**config.mk**
```make
export PLATFORM = sky130hd
export DESIGN_NAME = seg_scan_driver_flat
export DESIGN_NICKNAME = d
export VERILOG_FILES = /design/src/rtl/seg_pkg.sv /design/src/rtl/seg_scan_driver_if.sv /design/src/rtl/seg_scan_prescaler.sv /design/src/rtl/seg_scan_driver.sv /design/src/flat_wrapper.sv
export SDC_FILE = /design/constraint.sdc
export NUM_CORES = 1
export LEC_CHECK = 0
export ABC_AREA = 1
export BUFFER_PORTS_ARGS = -buffer_cell sky130_fd_sc_hd__buf_2
export CORE_MARGIN = 4
export CORE_UTILIZATION = 30
export CTS_BUF_LIST = sky130_fd_sc_hd__clkbuf_16
export CTS_CLUSTER_SIZE = 40
export DETAILED_ROUTE_END_ITERATION = 10
export GPL_ROUTABILITY_DRIVEN = 1
export HOLD_SLACK_MARGIN = 0.1
export PLACE_DENSITY_LB_ADDON = 0.05
export SYNTH_ARGS = -nofsm -noshare
export SYNTH_HDL_FRONTEND = slang
export SYNTH_SLANG_ARGS = --single-unit
```
**constraint.sdc**
```tcl
create_clock -name clk -period 2.4 [get_ports clk]
set_clock_uncertainty 0.2 [all_clocks]
set_input_delay 0.48 -clock clk [delete_from_list [all_inputs] [get_ports clk]]
set_output_delay 0.48 -clock clk [all_outputs]
set_load 0.05 [all_outputs]
```
**src/rtl/seg_pkg.sv**
```systemverilog
// rtl/seg_pkg.sv - shared constants, nibble type and nibble select for the hex display scanner
package seg_pkg;
   localparam int SEG_MAX_DIGITS = 8;
   localparam int SEG_IDX_W      = 3;

   typedef logic [3:0] seg_nibble_t;

   function automatic seg_nibble_t seg_nibble_at(input logic [4*SEG_MAX_DIGITS-1:0] value,
                                                 input logic [SEG_IDX_W-1:0] idx);
      return value[{idx, 2'b00} +: 4];
   endfunction
endpackage

```
**src/rtl/seg_scan_driver_if.sv**
```systemverilog
// rtl/seg_scan_driver_if.sv - write handshake and scan outputs of the display scanner
interface seg_scan_driver_if;
   import seg_pkg::*;

   logic [31:0]          wr_data;
   logic                 wr_vld;
   logic                 wr_rdy;
   logic [SEG_IDX_W-1:0] seg_an;
   seg_nibble_t          seg_d;
   logic                 seg_blank;
   logic                 frame_done;

   modport master (output wr_data, wr_vld,
                   input  wr_rdy, seg_an, seg_d, seg_blank, frame_done);
   modport slave  (input  wr_data, wr_vld,
                   output wr_rdy, seg_an, seg_d, seg_blank, frame_done);
endinterface

```
**src/rtl/seg_scan_prescaler.sv**
```systemverilog
// rtl/seg_scan_prescaler.sv - free-running divide-by-DIV counter with a one-cycle tick
module seg_scan_prescaler #(
   parameter int DIV = 100000
) (
   input  logic clk,
   input  logic rst,
   output logic tick
);
   localparam int CNT_W = (DIV > 1) ? $clog2(DIV) : 1;

   logic [CNT_W-1:0] div_cnt;

   assign tick = (div_cnt == CNT_W'(DIV - 1));

   always_ff @(posedge clk) begin
      if (rst)
         div_cnt <= '0;
      else if (tick)
         div_cnt <= '0;
      else
         div_cnt <= div_cnt + CNT_W'(1);
   end
endmodule

```
**src/rtl/seg_scan_driver.sv**
```systemverilog
// rtl/seg_scan_driver.sv - double-buffered 8-digit hex scan driver
// Optional leading-zero blanking: LEADING_ZERO_BLANK_EN
module seg_scan_driver import seg_pkg::*; #(
   parameter int SCAN_DIV   = 100000,
   parameter int NUM_DIGITS = 8
) (
   input logic              clk,
   input logic              rst,
   seg_scan_driver_if.slave bus
);
   localparam logic [SEG_IDX_W-1:0] LAST_IDX = SEG_IDX_W'(NUM_DIGITS - 1);

   logic                 tick;
   logic                 wrap;
   logic                 swap;
   logic                 accept;
   logic [SEG_IDX_W-1:0] idx;
   logic [SEG_IDX_W-1:0] idx_next;
   logic [31:0]          pend;
   logic [31:0]          shadow;
   logic [31:0]          shadow_next;
   logic                 pend_full;
   seg_nibble_t          seg_d_q;
   logic                 frame_done_q;

   seg_scan_prescaler #(.DIV(SCAN_DIV)) u_prescaler (
      .clk  (clk),
      .rst  (rst),
      .tick (tick)
   );

   // The swap happens on the same edge the index returns to 0, so digit 0 of the
   // new frame is taken from the value being loaded, never from the old one.
   always_comb begin
      wrap     = tick && (idx == LAST_IDX);
      idx_next = idx;
      if (tick)
         idx_next = wrap ? '0 : idx + SEG_IDX_W'(1);
      swap        = wrap && pend_full;
      shadow_next = swap ? pend : shadow;
      accept      = bus.wr_vld && !pend_full;
   end

   always_ff @(posedge clk) begin
      if (rst) begin
         idx          <= '0;
         seg_d_q      <= '0;
         frame_done_q <= 1'b0;
         shadow       <= '0;
         pend         <= '0;
         pend_full    <= 1'b0;
      end else begin
         if (tick) begin
            idx     <= idx_next;
            seg_d_q <= seg_nibble_at(shadow_next, idx_next);
         end
         frame_done_q <= wrap;
         shadow       <= shadow_next;
         if (swap) begin
            pend_full <= 1'b0;
         end else if (accept) begin
            pend      <= bus.wr_data;
            pend_full <= 1'b1;
         end
      end
   end

`ifdef LEADING_ZERO_BLANK_EN
   logic blank_q;
   logic blank_next;

   always_comb begin
      blank_next = (idx_next != '0) && ((shadow_next >> {idx_next, 2'b00}) == 32'd0);
   end

   always_ff @(posedge clk) begin
      if (rst)
         blank_q <= 1'b0;
      else if (tick)
         blank_q <= blank_next;
   end

   assign bus.seg_blank = blank_q;
`else
   assign bus.seg_blank = 1'b0;
`endif

   assign bus.wr_rdy     = !pend_full;
   assign bus.seg_an     = idx;
   assign bus.seg_d      = seg_d_q;
   assign bus.frame_done = frame_done_q;
endmodule

```
**src/flat_wrapper.sv**
```systemverilog
// flat-port wrapper written by rule: the top's interface ports become plain ports
module seg_scan_driver_flat import seg_pkg::*;
#(
   parameter int SCAN_DIV   = 100000,
   parameter int NUM_DIGITS = 8
)
  (clk, rst, bus_wr_data, bus_wr_vld, bus_wr_rdy, bus_seg_an, bus_seg_d, bus_seg_blank, bus_frame_done);
  seg_scan_driver_if bus_i ();
  input logic clk;
  input logic rst;
  input wire logic [$bits(bus_i.wr_data)-1:0] bus_wr_data;
  input wire logic [$bits(bus_i.wr_vld)-1:0] bus_wr_vld;
  output wire logic [$bits(bus_i.wr_rdy)-1:0] bus_wr_rdy;
  output wire logic [$bits(bus_i.seg_an)-1:0] bus_seg_an;
  output wire logic [$bits(bus_i.seg_d)-1:0] bus_seg_d;
  output wire logic [$bits(bus_i.seg_blank)-1:0] bus_seg_blank;
  output wire logic [$bits(bus_i.frame_done)-1:0] bus_frame_done;
  assign bus_i.wr_data = bus_wr_data;
  assign bus_i.wr_vld = bus_wr_vld;
  assign bus_wr_rdy = bus_i.wr_rdy;
  assign bus_seg_an = bus_i.seg_an;
  assign bus_seg_d = bus_i.seg_d;
  assign bus_seg_blank = bus_i.seg_blank;
  assign bus_frame_done = bus_i.frame_done;
  seg_scan_driver #(.SCAN_DIV(SCAN_DIV), .NUM_DIGITS(NUM_DIGITS)) u_core (.clk(clk), .rst(rst), .bus(bus_i));
endmodule
```
Yosys cells after proc, flatten, opt, wreduce, memory -nomap -nowiden:

Cells that the tools add are included.
W data, S select, Z words.

* bits in registers: 90
* output and inout bits: 10

* eq/ne operators: 2
* mux-type cells: 3
* reductions and logical operators: 7
* bitwise gates (word level): 1
* shifts and indexed selects: 1
* add/subtract/negate cells: 2

Operators by type and width (number)
* $mux W32: 1
* $shiftx A32 B6 Y4: 1
* $add A17 B1 Y17 const B: 1
* $eq A17 B17 Y1 const B: 1
* $mux W3: 2
* $reduce_or A2 Y1: 2
* $add A3 B1 Y3 const B: 1
* $eq A3 B3 Y1 const B: 1
* $logic_and A1 B1 Y1: 3
* $reduce_and A2 Y1: 1
* $logic_not A1 Y1: 1
* $not A1 Y1: 1

Depth between registers and ports, before layout:

Gate-level depths: netlist of the first run.

* word-level depth: 5
* gate-level depth with buffers: 15

Modules after synthesis:

From an unflattened synthesis of the first run, not the netlist that was laid out.

* cell total of the unflattened synthesis: 588
* area, all modules: 4068.9 um^2

Modules (own cells, without submodules)
* seg_scan_driver: area an instance 3120.5 um^2, cells an instance 448, sequential area each 1461.4 um^2, instances 1
* seg_scan_prescaler: area an instance 948.4 um^2, cells an instance 140, sequential area each 340.3 um^2, instances 1

Worst setup path after synthesis of the first run:

Ideal clock, no wire load.

* path type: register to register
* start: register u_core.idx[1], in the netlist u_core.bus.seg_an[1]
* end: register u_core.seg_d_q[1], in the netlist u_core.bus.seg_d[1]
* period minus slack after synthesis: 2.306 ns
* stages on the path, launching flop included: 14
* buffers on the path: 1
* setup slack: 0.094 ns
* data required time: 2.141 ns
* arrival time: 2.047 ns
* library setup time: 0.059 ns
* path through: dfxtp_1 > ha_1 > ha_1 > nand2_1 > clkinv_1 > clkbuf_1 > nand4_1 > nand2_1 > clkinv_1 > nand2_1 > nand3_1 > nand3_1 > nand3_1 > nand2_1

* word-level cells in the longest chain between the ends: 5

Ends and longest elaborated chain
* start: declaration: RTL line seg_scan_driver.sv:17 `logic [SEG_IDX_W-1:0] idx;`
* start signal: assignment: RTL line seg_scan_driver.sv:54 `idx <= idx_next;`
* parallel branches: the longest is 4 deep, another holds $add A3 B1 Y3
* $shiftx A32 B6 Y4 *: RTL line seg_pkg.sv:10 `return value[{idx, 2'b00} +: 4];`
* end signal: assignment: RTL line seg_scan_driver.sv:55 `seg_d_q <= seg_nibble_at(shadow_next, idx_next);`
* end: declaration: RTL line seg_scan_driver.sv:23 `seg_nibble_t seg_d_q;`

Every way passes the cells marked *.
A chain may end at the register's enable or synchronous reset.

Worst setup path after layout of the first run:

* start: register u_core.u_prescaler.div_cnt[0]
* end: register u_core.seg_d_q[2], in the netlist u_core.bus.seg_d[2]

* word-level cells in the longest chain between the ends: 5

Ends and longest elaborated chain
* start: declaration: RTL line seg_scan_prescaler.sv:11 `logic [CNT_W-1:0] div_cnt;`
* start signal: assignment: RTL line seg_scan_prescaler.sv:21 `div_cnt <= div_cnt + CNT_W'(1);`
* $eq A17 B17 Y1 *: RTL line seg_scan_prescaler.sv:13 `assign tick = (div_cnt == CNT_W'(DIV - 1));`
* $logic_and A1 B1 Y1: RTL line seg_scan_driver.sv:35 `wrap = tick && (idx == LAST_IDX);`
* $mux W3 / $logic_and A1 B1 Y1 (equally long branches): RTL line seg_scan_driver.sv:38, seg_scan_driver.sv:39
* $mux W3 / $mux W32 (equally long branches): RTL line seg_scan_driver.sv:37, seg_scan_driver.sv:40
* $shiftx A32 B6 Y4: RTL line seg_pkg.sv:10

Mark *: on every way between the ends. The rest lies on a longest branch, timed or not.

==> results of run 1 <==
power by group through the flow:
stage | clock [mW] | sequential, mW | combinational (mW)
CTS | 1.65 | 1.57 | 0.158
global route | 1.71 | 1.57 | 0.182
global placement | 0 | 1.60 | 0.154
finish | 1.59 | 1.57 | 0.153
floorplan | 0 | 1.59 | 0.0972
detailed placement | 0 | 1.60 | 0.157
area by class of cell:
| class | count | area [µm²] | share of cell area, % |
|---|---|---|---|
| sequential | 90 | 1802 | 38.96 |
| multi-input combinational | 374 | 1752 | 37.88 |
| timing repair buffer | 57 | 324.1 | 7.008 |
| clock buffer | 9 | 225.2 | 4.870 |
| tap | 172 | 215.2 | 4.654 |
| inverter | 52 | 197.7 | 4.275 |
| clock inverter | 7 | 108.9 | 2.354 |
per-stage QoR:
| stage | instance area [µm²] | hold slack (ns) | total power [mW] | util [%] |
|---|---|---|---|---|
| after detailed placement | 4268 | 0.2409 | 1.757 | 33.82 |
| final | 4624 | 0.1581 | 3.307 | 36.64 |
| after floorplan | 3859 | 0.2179 | 1.689 | - |
| after global placement | 4268 | 0.2315 | 1.754 | 33.82 |
| after CTS | 4602 | 0.1463 | 3.373 | 36.47 |
| after global routing | 4624 | 0.1480 | 3.459 | 36.64 |
kinds of logic after synthesis:
family | share of synthesized area (%)
compound gates | 9.760
xor+xnor | 0.2270
fa+ha+maj | 0.9729
buf+inv | 8.333
flops | 46.69
other cells | 0.09718
simple gates | 33.92
flip-flops by register name (all words and copies together) (netlist names):
name / flops
u_core.shadow: 32
u_core.u_prescaler.div_cnt: 17
u_core.pend: 32
u_core.pend_full: 1
u_core.bus.seg_an: 3
u_core.bus.frame_done: 1
u_core.bus.seg_d: 4
synthesized netlist by cell type (all sizes together):
cell type / instances / share of area, %
nor2: 105 / 11
a2111oi: 1 / 0.23
a22oi: 1 / 0.32
dfxtp: 90 / 47
or2: 1 / 0.16
nor3b: 1 / 0.19
conb: 1 / 0.097
ha: 3 / 0.97
a21oi: 28 / 3.6
xor2: 1 / 0.23
inv: 42 / 4.1
nor3: 5 / 0.78
nand3: 52 / 7.1
nand4: 21 / 3.6
o211ai: 1 / 0.19
o21a: 2 / 0.39
o21bai: 1 / 0.19
buf: 10 / 1.9
clkbuf: 14 / 1.4
o21ai: 37 / 4.8
clkinv: 10 / 0.97
nand2: 113 / 11
per-layer routing:
layer	share of wire [%]	up-vias	wire length, µm
li1	-	1830	-
met1	50	1551	4889
met2	45	49	4449
met3	3.8	14	380
met4	1.6	0	156
met5	0	-	0
critical path: cells and delay by family (launching register included):
| kind | cells | cell delay, ns |
|---|---|---|
| and+or+nand+nor | 11 | 1.32 |
| adders and majority gates | 1 | 0.18 |
| DFF | 1 | 0.36 |
final timing paths:
check,from,endpoint,slack (ns),depth (start not counted)
min reg2reg,u_core.u_prescaler.div_cnt[0],u_core.u_prescaler.div_cnt[0],0.25,1
max reg2reg,u_core.u_prescaler.div_cnt[0],u_core.bus.seg_d[2],0.25,12
min,bus_wr_data[15],u_core.pend[15],0.16,3
max,u_core.u_prescaler.div_cnt[0],u_core.bus.seg_d[2],0.25,12
repair_timing:
item	in CTS	in global routing
hold buffers	0	0
endpoints found under the setup margin	0	6
resized for setup	0	7
endpoints found under the hold margin	0	0
==> results_dict.tcl, run 1 <==
set metrics [dict create \
    setup_slack_ns 0.2487 \
    end_kind "register" \
    synth_cells 540 \
    core_um2 12620 \
    drc 0 \
    clkSinkCount 90 \
    die_h_um 121.4 \
    met1_usage_pct 19.98 \
    slowest_delay_ns 0.36 \
    max_freq_ghz 0.4648 \
    grt_usage_pct 14.90 \
    pwr-share-comb_pct 4.6 \
    drt_iter0_drc 241 \
    seq_power_share_pct 47.4 \
    p_int_mw 2.608 \
    grt-busiest-layer "met2" \
    yosysSeqAreaShare_pct 46.69 \
    power.net_switching_mw 0.6990 \
    place_inst 745 \
    outcome "finished clean" \
    p_per_area_nw_per_um2 715.0 \
    stdcell_count 761 \
    rows 41 \
    drv_cap 0 \
    synth_nets 578 \
    clk_pin_slew_ns 0.06 \
    leakage_nw 2.121 \
    ys_types 33 \
    period_share_pct 89.64 \
    grt_first_pass_wirelength_um 17200 \
    initial_core_util_pct 30.58 \
    final_hold_viol_count 0 \
    path_cells "ha_1, nand2_1, nor2_1, nand2_1, nor2_1, nand3_1, nand2_4, nand3_1, nand3_1, nand3_1, nand3_1, nand2_1" \
    vias_per_cell 4.526 \
    arrival_ns 2.19 \
    area_delta_synth_final_pct 19.84 \
    vias 3444 \
    clock_path_buffers 2 \
    die_area_um2 14740 \
    p_sw_share_pct 21.14 \
    required_ns 2.44 \
    setup_tns_ns 0 \
    worstSetupStartpointType "register" \
    cts-root-buf "clkbuf_16" \
    ys_ff_latch 90 \
    dr.pass1.iters 4 \
    diodes 0 \
    ys_warn_count 0 \
    critical_path.slowest_cell "dfxtp_1" \
    pwr-share-clk_pct 48.0 \
    nFillCells 1398 \
    setup_violations 0 \
    irDropWorstVdd_mv 0.4458 \
    grt_pass1_vias 3393 \
    die_w_um 121.4 \
    layout_commonest_cell "nand2_1" \
    ios 45 \
    dp_hpwl_um 7331 \
    portBuffers 43 \
    drive_gt1_share_pct 15.79 \
    clk_latency_ns 0.34 \
    post_cts_buffers 0 \
    synthesis.area_um2 3859 \
    path_common_cell "nand3_1" \
    slew_viol_final 0 \
    worstSetupPathType "reg2reg" \
    rsz0062_at_grt "false" \
    antenna_found_initial 0 \
    hold_path_class "in2reg" \
    layout_common_cells "nand2_1, nor2_1, dfxtp_1, nand3_1, buf_2" \
    min_period_ns 2.151 \
    wl_um 9876 \
    grtUsageMet3_pct 4.242 \
    grt_max_degree 36 \
    avgSynthCellArea_um2 7.146 \
    cts_made_buffers 9 \
    wl_per_cell_um 12.98 \
    grtUsageMet2_pct 23.04 \
    crit_fanout 18 \
    fin_nets 622 \
    cts_tree "done" \
    dp_slack_ns 0.1267 \
    gr-total-overflow 0 \
    routabilityCongestion 0.8061 \
    ctsHtreeMaxLevel 3 \
    ant_nets 0 \
]
Power figures use the tool's default switching activity.
==> run 2, diff against run 1 <==
--- a/config.mk
+++ b/config.mk
@@ -8,7 +8,7 @@
 export ABC_AREA = 1
 export BUFFER_PORTS_ARGS = -buffer_cell sky130_fd_sc_hd__buf_2
 export CORE_MARGIN = 4
-export CORE_UTILIZATION = 30
+export CORE_UTILIZATION = 45
 export CTS_BUF_LIST = sky130_fd_sc_hd__clkbuf_16
 export CTS_CLUSTER_SIZE = 40
 export DETAILED_ROUTE_END_ITERATION = 10
==> run 2 against run 1 <==
Sequential power about the same. Design area decreased by 2.3%. Combinational power is 3% lower. Worst hold slack gained 0.0036 ns. Critical endpoint is now u_core.bus.seg_d[1].
==> results_dict.tcl, run 2 (same netlist as run 1, synthesis figures left out) <==
set metrics [dict create \
    wl_um 9165 \
    ios 45 \
    final_hold_viol_count 0 \
    ctsHtreeMaxLevel 3 \
    grtUsageMet2_pct 31.39 \
    cts_tree "done" \
    ant_nets 0 \
    antenna_found_initial 0 \
    end_kind "register" \
    arrival_ns 2.27 \
    gr-total-overflow 0 \
    drt_iter0_drc 189 \
    fin_total_pwr_mw 3.171 \
    outcome "finished clean" \
    path_common_cell "nand2_1" \
    vias 3439 \
    clk_latency_ns 0.34 \
    layout_commonest_cell "nand2_1" \
    vias_per_cell 4.962 \
    grt_max_degree 33 \
    worstSetupStartpointType "register" \
    fin_util_pct 54.46 \
    die_w_um 100.6 \
    final_area_um2 4519 \
    critical_path.slowest_cell "dfxtp_1" \
    top_regs "u_core.pend x32, u_core.shadow x32, u_core.u_prescaler.div_cnt x17" \
    hp-start "bus_wr_data[8]" \
    drv_cap 0 \
    routabilityCongestion 0.8214 \
    crit_family "simple AND/OR/NAND/NOR gates" \
    grt-busiest-layer "met2" \
    dp_hpwl_um 6470 \
    min_period_ns 2.188 \
    clock_path_buffers 2 \
    drive_gt1_share_pct 15.65 \
    slowest_delay_ns 0.33 \
    max_freq_ghz 0.4570 \
    r2r-start "u_core.bus.seg_an[0]" \
    dp_slack_ns -0.004465 \
    cp-startpoint "u_core.bus.seg_an[0]" \
    crit_fanout 18 \
    die_area_um2 10120 \
    dr.pass1.iters 4 \
    setup_violations 0 \
    rsz0062_at_grt "true" \
    holdWs_ns 0.1616 \
    drc 0 \
    worstSetupPathType "reg2reg" \
    grt_usage_pct 19.54 \
    place_inst 674 \
    clkSinkCount 90 \
    path_cells "ha_1, ha_1, nand2_1, clkinv_1, nand3_4, buf_4, nand2_1, nand2_1, clkinv_1, nand2_1, nand3_1, nand3_1, nand3_1, nand2_1" \
    core_um2 8299 \
    hold_path_class "in2reg" \
    rows 33 \
    layout_common_cells "nand2_1, nor2_1, dfxtp_1, nand3_1, buf_2" \
    required_ns 2.49 \
    setup_tns_ns 0 \
    wl_per_cell_um 13.23 \
    setup_slack_ns 0.2118 \
    area_delta_synth_final_pct 17.12 \
    slew_viol_final 0 \
    nFillCells 858 \
    fin_nets 621 \
    irDropWorstVdd_mv 0.4573 \
    p_per_area_nw_per_um2 701.6 \
    met1_usage_pct 26.45 \
    grt_first_pass_wirelength_um 15880 \
    clk_pin_slew_ns 0.06 \
    place_area_um2 4154 \
    cts_made_buffers 9 \
    crit_buf_inv 3 \
    die_h_um 100.6 \
    diodes 0 \
    initial_core_util_pct 46.49 \
    holdBufCountCts 0 \
    grtUsageMet3_pct 3.322 \
    grt_pass1_vias 3330 \
    period_share_pct 91.17 \
    leakage_nw 2.084 \
    portBuffers 43 \
    stdcell_count 693 \
    cts-root-buf "clkbuf_16" \
]
## run 2: cell types whose count changed in the layout (fill, tap and decap cells not counted), sizes merged
cell / before / now
inv: 43 / 46
buf: 57 / 54
clkinv: 13 / 11
nand2: 113 / 115
bufinv: 3 / 2
## run 2: cell type report
cell class | count | area (µm²) | share of cell area (%)
Inverter | 52 | 200.2 | 4.430
Sequential cell | 90 | 1802 | 39.87
Timing Repair Buffer | 54 | 297.8 | 6.589
Clock buffer | 9 | 225.2 | 4.983
Clock inverter | 7 | 78.83 | 1.744
Multi-Input combinational cell | 376 | 1784 | 39.48
Tap cell | 105 | 131.4 | 2.907
## run 2: power by group
group	internal, mW	switching (mW)
Combinational	0.0552	0.0927
Clock	0.894	0.559
Sequential	1.54	0.0278
## run 2: path summary, 6_finish.rpt
kind	slack, ns	endpoint	depth (start not counted)
max	0.21	u_core.bus.seg_d[1]	14
min	0.16	u_core.pend[8]	3
max reg2reg	0.21	u_core.bus.seg_d[1]	14
min reg2reg	0.24	u_core.u_prescaler.div_cnt[0]	1
## run 2: repair_timing
action,4_1_cts,5_1_grt
setup endpoints to repair,2,6
gates resized for setup,1,10
cloned,0,2
setup buffers,0,1
pin swaps,0,4
## run 2: routing by layer
layer	vias up	share of wire, %
li1	1835	-
met1	1539	49
met2	52	46
met3	13	3.1
met4	0	1.4
met5	-	0
## run 2: worst reg2reg max path, cell delays in order (launching register included)
cell and delay, ns:
dfxtp_1 0.33, ha_1 0.20, ha_1 0.22, nand2_1 0.08
clkinv_1 0.11, nand3_4 0.13, buf_4 0.24, nand2_1 0.08
nand2_1 0.06, clkinv_1 0.07, nand2_1 0.06, nand3_1 0.11
nand3_1 0.11, nand3_1 0.08, nand2_1 0.06
